$ cat src/rtl/uart_rx_pkg.sv
// Shared types and constants for the 8N1 UART receive path.
package uart_rx_pkg;

    typedef enum logic [2:0] {
        IDLE,
        START,
        DATA,
        PARITY,
        STOP,
        BREAK
    } state_t;

    localparam int unsigned OVERSAMPLE = 16;
    localparam int unsigned MID_SAMPLE = 8;
    localparam int unsigned DATA_BITS  = 8;

    // Rounded clock divider giving one tick per 1/16 of a bit period.
    function automatic int unsigned calc_div(input int unsigned clk_hz, input int unsigned baud);
        return (clk_hz + 8 * baud) / (16 * baud);
    endfunction

endpackage

$ cat src/rtl/uart_rx_fifo_sync_fifo.sv
// Show-ahead synchronous FIFO with occupancy count; shared by the RX and TX paths.
module sync_fifo #(
    parameter int unsigned WIDTH = 8,
    parameter int unsigned DEPTH = 16
) (
    input  logic                     clk,
    input  logic                     reset_n,
    input  logic                     push,
    input  logic [WIDTH-1:0]         push_data,
    input  logic                     pop,
    output logic [WIDTH-1:0]         head_c,
    output logic                     valid,
    output logic                     full_c,
    output logic [$clog2(DEPTH):0]   count
);

    localparam int unsigned AW = $clog2(DEPTH);
    localparam int unsigned CW = AW + 1;

    logic [WIDTH-1:0] mem [DEPTH];
    logic [AW-1:0]    wr_ptr;
    logic [AW-1:0]    rd_ptr;
    logic [CW-1:0]    count_next;
    logic             do_push;
    logic             do_pop;

    // A pop on an empty FIFO is ignored; a push on a full FIFO only lands if a pop frees a slot.
    assign full_c  = (count == CW'(DEPTH));
    assign do_pop  = pop && valid;
    assign do_push = push && (!full_c || do_pop);
    assign head_c  = valid ? mem[rd_ptr] : '0;

    // Next occupancy from the accepted push/pop pair.
    always_comb begin
        count_next = count;
        if (do_push && !do_pop) begin
            count_next = count + CW'(1);
        end else if (!do_push && do_pop) begin
            count_next = count - CW'(1);
        end
    end

    // Pointers, count and the not-empty flag.
    always_ff @(posedge clk or negedge reset_n) begin
        if (!reset_n) begin
            wr_ptr <= '0;
            rd_ptr <= '0;
            count  <= '0;
            valid  <= 1'b0;
        end else begin
            count <= count_next;
            valid <= (count_next != '0);
            if (do_push) begin
                wr_ptr <= wr_ptr + AW'(1);
            end
            if (do_pop) begin
                rd_ptr <= rd_ptr + AW'(1);
            end
        end
    end

    // Storage array; contents need no reset since valid gates the head.
    always_ff @(posedge clk) begin
        if (do_push) begin
            mem[wr_ptr] <= push_data;
        end
    end

endmodule

$ cat src/rtl/uart_rx_fifo.sv
// 8N1 UART receiver with 16x oversampling, show-ahead receive FIFO and sticky error flags.
// Optional even-parity checking is compiled in with the macro UART_RX_PARITY_EN.
module uart_rx_fifo
    import uart_rx_pkg::*;
#(
    parameter int unsigned CLK_HZ     = 50000000,
    parameter int unsigned BAUD       = 115200,
    parameter int unsigned FIFO_DEPTH = 16
) (
    input  logic                          clk,
    input  logic                          reset_n,
    input  logic                          rxd,
    input  logic                          rd_en,
    output logic [7:0]                    rd_data,
    output logic                          rd_valid,
    output logic [$clog2(FIFO_DEPTH):0]   fifo_count,
    output logic                          framing_err,
    output logic                          overrun_err,
    output logic                          parity_err,
    input  logic                          err_clr
);

    localparam int unsigned DIV = calc_div(CLK_HZ, BAUD);
    localparam int unsigned TW  = (DIV > 1) ? $clog2(DIV) : 1;
    localparam int unsigned OSW = $clog2(OVERSAMPLE);
    localparam int unsigned BW  = $clog2(DATA_BITS);

    state_t               state;
    logic                 sync1;
    logic                 sync2;
    logic                 prev;
    logic [TW-1:0]        tick_cnt;
    logic [OSW-1:0]       os_cnt;
    logic [BW-1:0]        bit_idx;
    logic [DATA_BITS-1:0] shift;
    logic                 fall_c;
    logic                 tick_c;
    logic                 mid_c;
    logic                 sample_c;
    logic                 push_c;
    logic                 full_c;
`ifdef UART_RX_PARITY_EN
    logic                 par_bad;
`endif

    // Two-flop synchronizer plus edge-detect register, preset to the idle level.
    always_ff @(posedge clk or negedge reset_n) begin
        if (!reset_n) begin
            sync1 <= 1'b1;
            sync2 <= 1'b1;
            prev  <= 1'b1;
        end else begin
            sync1 <= rxd;
            sync2 <= sync1;
            prev  <= sync2;
        end
    end

    assign fall_c   = prev && !sync2;
    assign tick_c   = (state != IDLE) && (tick_cnt == TW'(DIV - 1));
    assign mid_c    = tick_c && (os_cnt == OSW'(MID_SAMPLE - 1));
    assign sample_c = tick_c && (os_cnt == OSW'(OVERSAMPLE - 1));
`ifdef UART_RX_PARITY_EN
    assign push_c   = (state == STOP) && sample_c && sync2 && !par_bad;
`else
    assign push_c   = (state == STOP) && sample_c && sync2;
`endif

    // Oversample tick divider; parked at zero while idle so it restarts on the start edge.
    always_ff @(posedge clk or negedge reset_n) begin
        if (!reset_n) begin
            tick_cnt <= '0;
        end else if (state == IDLE || tick_cnt == TW'(DIV - 1)) begin
            tick_cnt <= '0;
        end else begin
            tick_cnt <= tick_cnt + TW'(1);
        end
    end

    // Frame FSM: start validation, LSB-first data capture, stop check and break wait.
    always_ff @(posedge clk or negedge reset_n) begin
        if (!reset_n) begin
            state       <= IDLE;
            os_cnt      <= '0;
            bit_idx     <= '0;
            shift       <= '0;
            framing_err <= 1'b0;
`ifdef UART_RX_PARITY_EN
            par_bad     <= 1'b0;
            parity_err  <= 1'b0;
`endif
        end else begin
            // Clear first so that a same-cycle error set overrides it.
            if (err_clr) begin
                framing_err <= 1'b0;
`ifdef UART_RX_PARITY_EN
                parity_err  <= 1'b0;
`endif
            end
            if (tick_c) begin
                os_cnt <= os_cnt + OSW'(1);
            end
            case (state)
                IDLE: begin
                    os_cnt <= '0;
                    if (fall_c) begin
                        state <= START;
                    end
                end
                START: begin
                    if (mid_c) begin
                        os_cnt <= '0;
                        if (!sync2) begin
                            state   <= DATA;
                            bit_idx <= '0;
                        end else begin
                            state <= IDLE;
                        end
                    end
                end
                DATA: begin
                    if (sample_c) begin
                        shift <= {sync2, shift[DATA_BITS-1:1]};
                        if (bit_idx == BW'(DATA_BITS - 1)) begin
`ifdef UART_RX_PARITY_EN
                            state <= PARITY;
`else
                            state <= STOP;
`endif
                        end else begin
                            bit_idx <= bit_idx + BW'(1);
                        end
                    end
                end
`ifdef UART_RX_PARITY_EN
                PARITY: begin
                    if (sample_c) begin
                        par_bad <= sync2 ^ (^shift);
                        state   <= STOP;
                    end
                end
`endif
                STOP: begin
                    if (sample_c) begin
                        if (sync2) begin
                            state <= IDLE;
`ifdef UART_RX_PARITY_EN
                            if (par_bad) begin
                                parity_err <= 1'b1;
                            end
`endif
                        end else begin
                            framing_err <= 1'b1;
                            state       <= BREAK;
                        end
                    end
                end
                BREAK: begin
                    if (sync2) begin
                        state <= IDLE;
                    end
                end
                default: begin
                    state <= IDLE;
                end
            endcase
        end
    end

`ifndef UART_RX_PARITY_EN
    assign parity_err = 1'b0;
`endif

    // Overrun: a byte arrives while full and nothing is popped in the same cycle.
    always_ff @(posedge clk or negedge reset_n) begin
        if (!reset_n) begin
            overrun_err <= 1'b0;
        end else if (push_c && full_c && !rd_en) begin
            overrun_err <= 1'b1;
        end else if (err_clr) begin
            overrun_err <= 1'b0;
        end
    end

    sync_fifo #(
        .WIDTH (DATA_BITS),
        .DEPTH (FIFO_DEPTH)
    ) u_fifo (
        .clk       (clk),
        .reset_n   (reset_n),
        .push      (push_c),
        .push_data (shift),
        .pop       (rd_en),
        .head_c    (rd_data),
        .valid     (rd_valid),
        .full_c    (full_c),
        .count     (fifo_count)
    );

endmodule

$ cat config.mk
export PLATFORM = sky130hd
export DESIGN_NAME = uart_rx_fifo
export DESIGN_NICKNAME = d
export VERILOG_FILES = /design/src/rtl/uart_rx_pkg.sv /design/src/rtl/uart_rx_fifo_sync_fifo.sv /design/src/rtl/uart_rx_fifo.sv
export SDC_FILE = /design/constraint.sdc
export NUM_CORES = 1
export LEC_CHECK = 0
export ABC_AREA = 1
export ABC_CLOCK_PERIOD_IN_PS = 2500
export CAP_MARGIN = 20
export CORE_ASPECT_RATIO = 2
export CORE_MARGIN = 3
export CORE_UTILIZATION = 35
export CTS_CLUSTER_SIZE = 8
export DETAILED_ROUTE_END_ITERATION = 10
export GPL_ROUTABILITY_DRIVEN = 0
export SLEW_MARGIN = 20
export SYNTH_ARGS = -nofsm -noshare
export SYNTH_HDL_FRONTEND = slang
export SYNTH_SLANG_ARGS = --single-unit
$ cat constraint.sdc
create_clock -name clk -period 2.5 [get_ports clk]
set_clock_uncertainty 0.2 [all_clocks]
set_input_delay 0.5 -clock clk [delete_from_list [all_inputs] [get_ports clk]]
set_output_delay 0.5 -clock clk [all_outputs]
set_load 0.01 [all_outputs]
Word-level counts from Yosys, hierarchy flattened

Memories as Yosys holds them, arrays and structs flattened.
Cells that the tools add are included.
Widths: inputs -> output; s select.

Register bits after elaboration: 42
Bits in latches: 0
Bits in writable memories: 128
ROM bits: 0
Bits of input ports: 5
Output and inout bits: 17
Word-level logic and storage cells: 95
Memories kept: 1

Memory list:

| name       | words | bits a word | rd ports | clocked after Yosys merged registers in | write ports | line                         | RTL |
|---|---|---|---|---|---|---|---|
| u_fifo.mem | 16    | 8           | 1        | 0                                       | 1           | uart_rx_fifo_sync_fifo.sv:20 | `logic [WIDTH-1:0] mem [DEPTH];` |

$add $sub $neg: 7
Multiply operators: 0
Div/mod/pow operators: 0
$lt $le $gt $ge: 0
Equal/unequal tests: 17
Shift operators: 0
Mux-type cells: 29
Bitwise logic cells: 0
Reductions and logical operators: 27

Operators with widths:

| kind                | count |
|---|---|
| $mux 3              | 11 |
| $ne 2x2->1 const B  | 8 |
| $mux 5              | 3 |
| $pmux 3 s5          | 1 |
| $add 4x1->4 const B | 3 |
| $logic_and 1x1->1   | 12 |
| $add 5x1->5 const B | 2 |
| $eq 5x5->1 const B  | 2 |
| $eq 3x3->1 const B  | 3 |
| $mux 1              | 8 |
| $mux 4              | 2 |
| $mux 8              | 1 |
| $pmux 4 s2          | 1 |
| $pmux 3 s2          | 1 |
| $reduce_and 6->1    | 1 |
| $logic_not 1->1     | 5 |
| $reduce_and 5->1    | 1 |
| $reduce_bool 5->1   | 1 |
| $sub 5x1->5 const B | 1 |
| $eq 4x3->1 const B  | 1 |
| $eq 4x4->1 const B  | 1 |
| $reduce_bool 2->1   | 2 |
| $add 3x1->3 const B | 1 |
| $eq 3x1->1 const B  | 1 |
| 6 further kinds     | 7 |

Logic depth before layout (Yosys ltp)

Depth in word-level cells: 11
Gate-level depth with buffers: 14
Depth with buffers taken out: 14

Modules after synthesis

Synthesis repeated with hierarchy kept, for this count alone.

Cells, all modules: 741
Area, all modules: 7,651.1 um^2

Modules (own cells, without submodules):

| module       | times used | cells an instance | area each (um^2) | sequential area each (um^2) |
|---|---|---|---|---|
| sync_fifo    | 1          | 576               | 6,180.9          | 4,194.0 |
| uart_rx_fifo | 1          | 165               | 1,470.2          | 704.4 |

Worst setup path after synthesis

Ideal clock, no wire load.

Kind: register to register
Start: register tick_cnt[0]
End: memory u_fifo.mem[0][0] (enable)
Setup time: 370 ps
Arrival: 1,719 ps
Required time: 1,930 ps
Path slack: 211 ps
Cell stages (with the launch flop): 11
Path buffers: 0
Clock period less this slack: 2,289 ps
Cell sequence: dfrtp_1 inv_1 ha_1 nand2_1 nor2_1 nand3_4 nor2_4 nand2_1 inv_2 nand2_1 nor2_1

Word-level cells in the longest chain between the ends: 8

Ends and longest elaborated chain:

| element                        | line                         | RTL |
|---|---|---|
| start: declaration             | uart_rx_fifo.sv:32           | `logic [TW-1:0] tick_cnt;` |
| start signal: assignment       | uart_rx_fifo.sv:76           | `tick_cnt <= tick_cnt + TW'(1);` |
| $eq 5x5->1                     | uart_rx_fifo.sv:60           | `assign tick_c = (state != IDLE) && (tick_cnt == TW'(DIV - 1));` |
| $logic_and 1x1->1              | uart_rx_fifo.sv:60           |  |
| $logic_and 1x1->1              | uart_rx_fifo.sv:62           | `assign sample_c = tick_c && (os_cnt == OSW'(OVERSAMPLE - 1));` |
| $logic_and 1x1->1 (2 in a row) | uart_rx_fifo.sv:66           | `assign push_c = (state == STOP) && sample_c && sync2;` |
| $logic_and 1x1->1              | uart_rx_fifo_sync_fifo.sv:30 | `assign do_push = push && (!full_c \|\| do_pop);` |
| $mux 1                         | uart_rx_fifo_sync_fifo.sv:64 | `if (do_push) begin` |
| $mux 1 (implied by the code)   | uart_rx_fifo_sync_fifo.sv:65 | `mem[wr_ptr] <= push_data;` |
| end: declaration               | uart_rx_fifo_sync_fifo.sv:20 |  |

No other way between the ends.

Worst setup path after layout

Start: register u_fifo.rd_ptr[0]
End: output port rd_data[0]

Word-level cells in the longest chain between the ends: 2

Ends and longest elaborated chain:

| element                  | line                         | RTL |
|---|---|---|
| start: declaration       | uart_rx_fifo_sync_fifo.sv:22 | `logic [AW-1:0] rd_ptr;` |
| start signal: assignment | uart_rx_fifo_sync_fifo.sv:57 | `rd_ptr <= rd_ptr + AW'(1);` |
| $mem_v2 16x8             | --                           |  |
| $mux 8                   | uart_rx_fifo_sync_fifo.sv:31 | `assign head_c = valid ? mem[rd_ptr] : '0;` |
| end: declaration         | uart_rx_fifo.sv:14           | `output logic [7:0] rd_data,` |

No other way between the ends.

==> run metrics <==
clock slew seen by the registers of the worst setup and hold paths 0.08 ns; total power 9.74 mW; vias in the first global route 5,359; 1st-iter DRT viols 272; setup ws final -0.232 ns; Worst Path Max Fanout 7; antenna cells 0; CP required 1.80 ns; Mapped Avg Cell Area 11.6 um2; final hold slack 0.162 ns; Vias/cell 5.16; crit path time final 2.73 ns; Highest Clock Rate 366 MHz; CP endpoint kind output pin; die area 22,500 um2; CTS Buf Count 17; critical path class register to output pin; Max stage delay cell, worst path dfrtp_2; P&R area growth vs syn 24.0%; largest net degree at the start of global routing 25; post-synth top area share 53.3%; hold wc startpoint sync1; commonest cells after routing, fill and taps aside edfxtp_1, nor2_1, nand2_1; port bufs 20; WL/cell 18.2 um; Max Cap Violations 0; synthesized area 7220 um2; root cell of the clock tree clkbuf_16; sequential share of the synthesized area 67.9%; share of cells above drive strength 1 22.0%; dominant cell type by area after synthesis edfxtp_1; first-pass GRT wire length 27,900 um; Final Core Density 44.5%; clock latency on the worst-skew pair 0.43 ns; Pwr Density 1090 nW/um2; Final nets 713; Tightest Pin Transition 0.697 ns; Ys Warns 0; number of sinks on the clock net 170; Pre-antenna DRT Iters 5; residual DRC count 0; failing checks setup timing; initial antenna violation count 0; final hold vios 0; Max clock buf depth 2; Synth area leaders edfxtp_1, dfrtp_1, nor2_1; Die Height 209 um; buffer and inverter count on the worst path 4; setup TNS -1.54 ns; via count 5,003; status finished with violations; Synth Instances 622; Final setup viols 8; Worst path max stage delay 0.44 ns; gr usage total 16.3%; Seq cells post-synth 170; CP startpoint u_fifo.rd_ptr[0]; Core Box Area 20,100 um2; Hold/Removal Path Class register to register; CTS tree done; RSZ-0062 raised after global routing yes; Final Cycle Share 109%; commonest non-fill, non-tap cell in the layout edfxtp_1; WL final 17,600 um; htree depth 4; post-route cell area 8950 um2; grt total ovfl 0; Die W 108 um; post-DP HPWL 11,900 um; CP startpoint kind register; critical path arrival 2.03 ns; Largest delay share family, worst path buffers and inverters; Routed Antenna Nets 0; Max IR drop VDD 0.661 mV; Unique masters post-synth 32; Mapped Nets 640; reg2reg start os_cnt[0]; Lkg Pwr 3.69 nW; Max Slew Vio Count 0; initial core utilization 35.9%; FP Rows 73; # IOs 22; critical path cell sequence clkinv_4 -> buf_12 -> buf_4 -> nor2_2 -> o22ai_1 -> o211ai_1 -> a21oi_2 -> buf_2; dpl cell area 8080 um2; slew margin rel. 53.6%
## final timing paths
path | to | slack (ns) | cells past startpoint
hold reg to reg | sync2 | 0.16 | 0
max in group asynchronous | prev | 1.12 | 3
setup / recovery | rd_data[0] | -0.23 | 8
min in group asynchronous | u_fifo.count[3] | 0.39 | 2
setup reg to reg | u_fifo.mem[9][0] | 0.14 | 10
hold / removal | sync2 | 0.16 | 0
## logic make-up after synthesis
family          share of synthesized area [%]
xor+xnor                                 1.70
flops                                    67.9
compound gates                           11.0
fa+ha+maj                                2.25
other cells                            0.0520
buf+inv                                  4.11
simple gates                             13.0
## synth_stat cells, drive strengths merged
cell type	count
edfxtp	128
nor2	107
nand2	76
o21ai	75
inv	44
dfrtp	39
nand3	27
o221ai	23
clkbuf	17
ha	13
xor2	13
a21oi	12
o22ai	12
o211ai	10
buf	8
nand4	5
clkinv	3
dfstp	3
nor3	2
a211oi	1
conb	1
nor3b	1
nor4	1
xnor2	1
## stage by stage
stage | setup WS, ns | instances
3_5_place_dp | -0.193 | 929
5_1_grt | -0.300 | 970
4_1_cts | -0.337 | 971
2_1_floorplan | 0.211 | 622
6_report | -0.232 | 970
3_3_place_gp | -0.181 | 929
## what timing repair did
| item | CTS | global route |
|---|---|---|
| pin swaps | 20 | 34 |
| hold buffers | 1 | 0 |
| buffers inserted | 7 | 1 |
| gates cloned | 2 | 2 |
| gates resized for setup | 58 | 61 |
| setup endpoints to repair | 8 | 120 |
| hold endpoints to repair | 21 | 0 |
## final cells by class
cell class	instances	area (um2)
Clock buffer	17	425
Clock inverter	15	161
Fill cell	1810	11100
Inverter	47	183
Multi-Input combinational cell	380	2160
Sequential cell	170	4900
Tap cell	262	328
Timing Repair Buffer	79	788
## state kept, by name, summed over array words and instances, names as in the netlist
| signal | flops |
|---|---|
| bit_idx | 3 |
| u_fifo.mem | 128 |
| tick_cnt | 5 |
| u_fifo.valid | 1 |
| overrun_err | 1 |
| shift | 8 |
| u_fifo.rd_ptr | 4 |
| sync2 | 1 |
| prev | 1 |
| u_fifo.count | 5 |
| state | 3 |
| framing_err | 1 |
| sync1 | 1 |
| os_cnt | 4 |
| u_fifo.wr_ptr | 4 |
## where the power goes
group	total [mW]	leakage (nW)	switching [mW]	internal, mW
logic	3.88	1.39	2.25	1.64
registers	3.31	2.02	0.163	3.15
clock network	2.55	0.280	1.22	1.33
total	9.74	3.69	3.62	6.12
## metal layers
metal  routed length [um]  global-route usage, %
met3                  759                   3.43
met5                    0                      0
met1                 6450                   17.1
met4                  830                   9.42
met2                 9600                   29.5
Power figures use the tool's default switching activity.
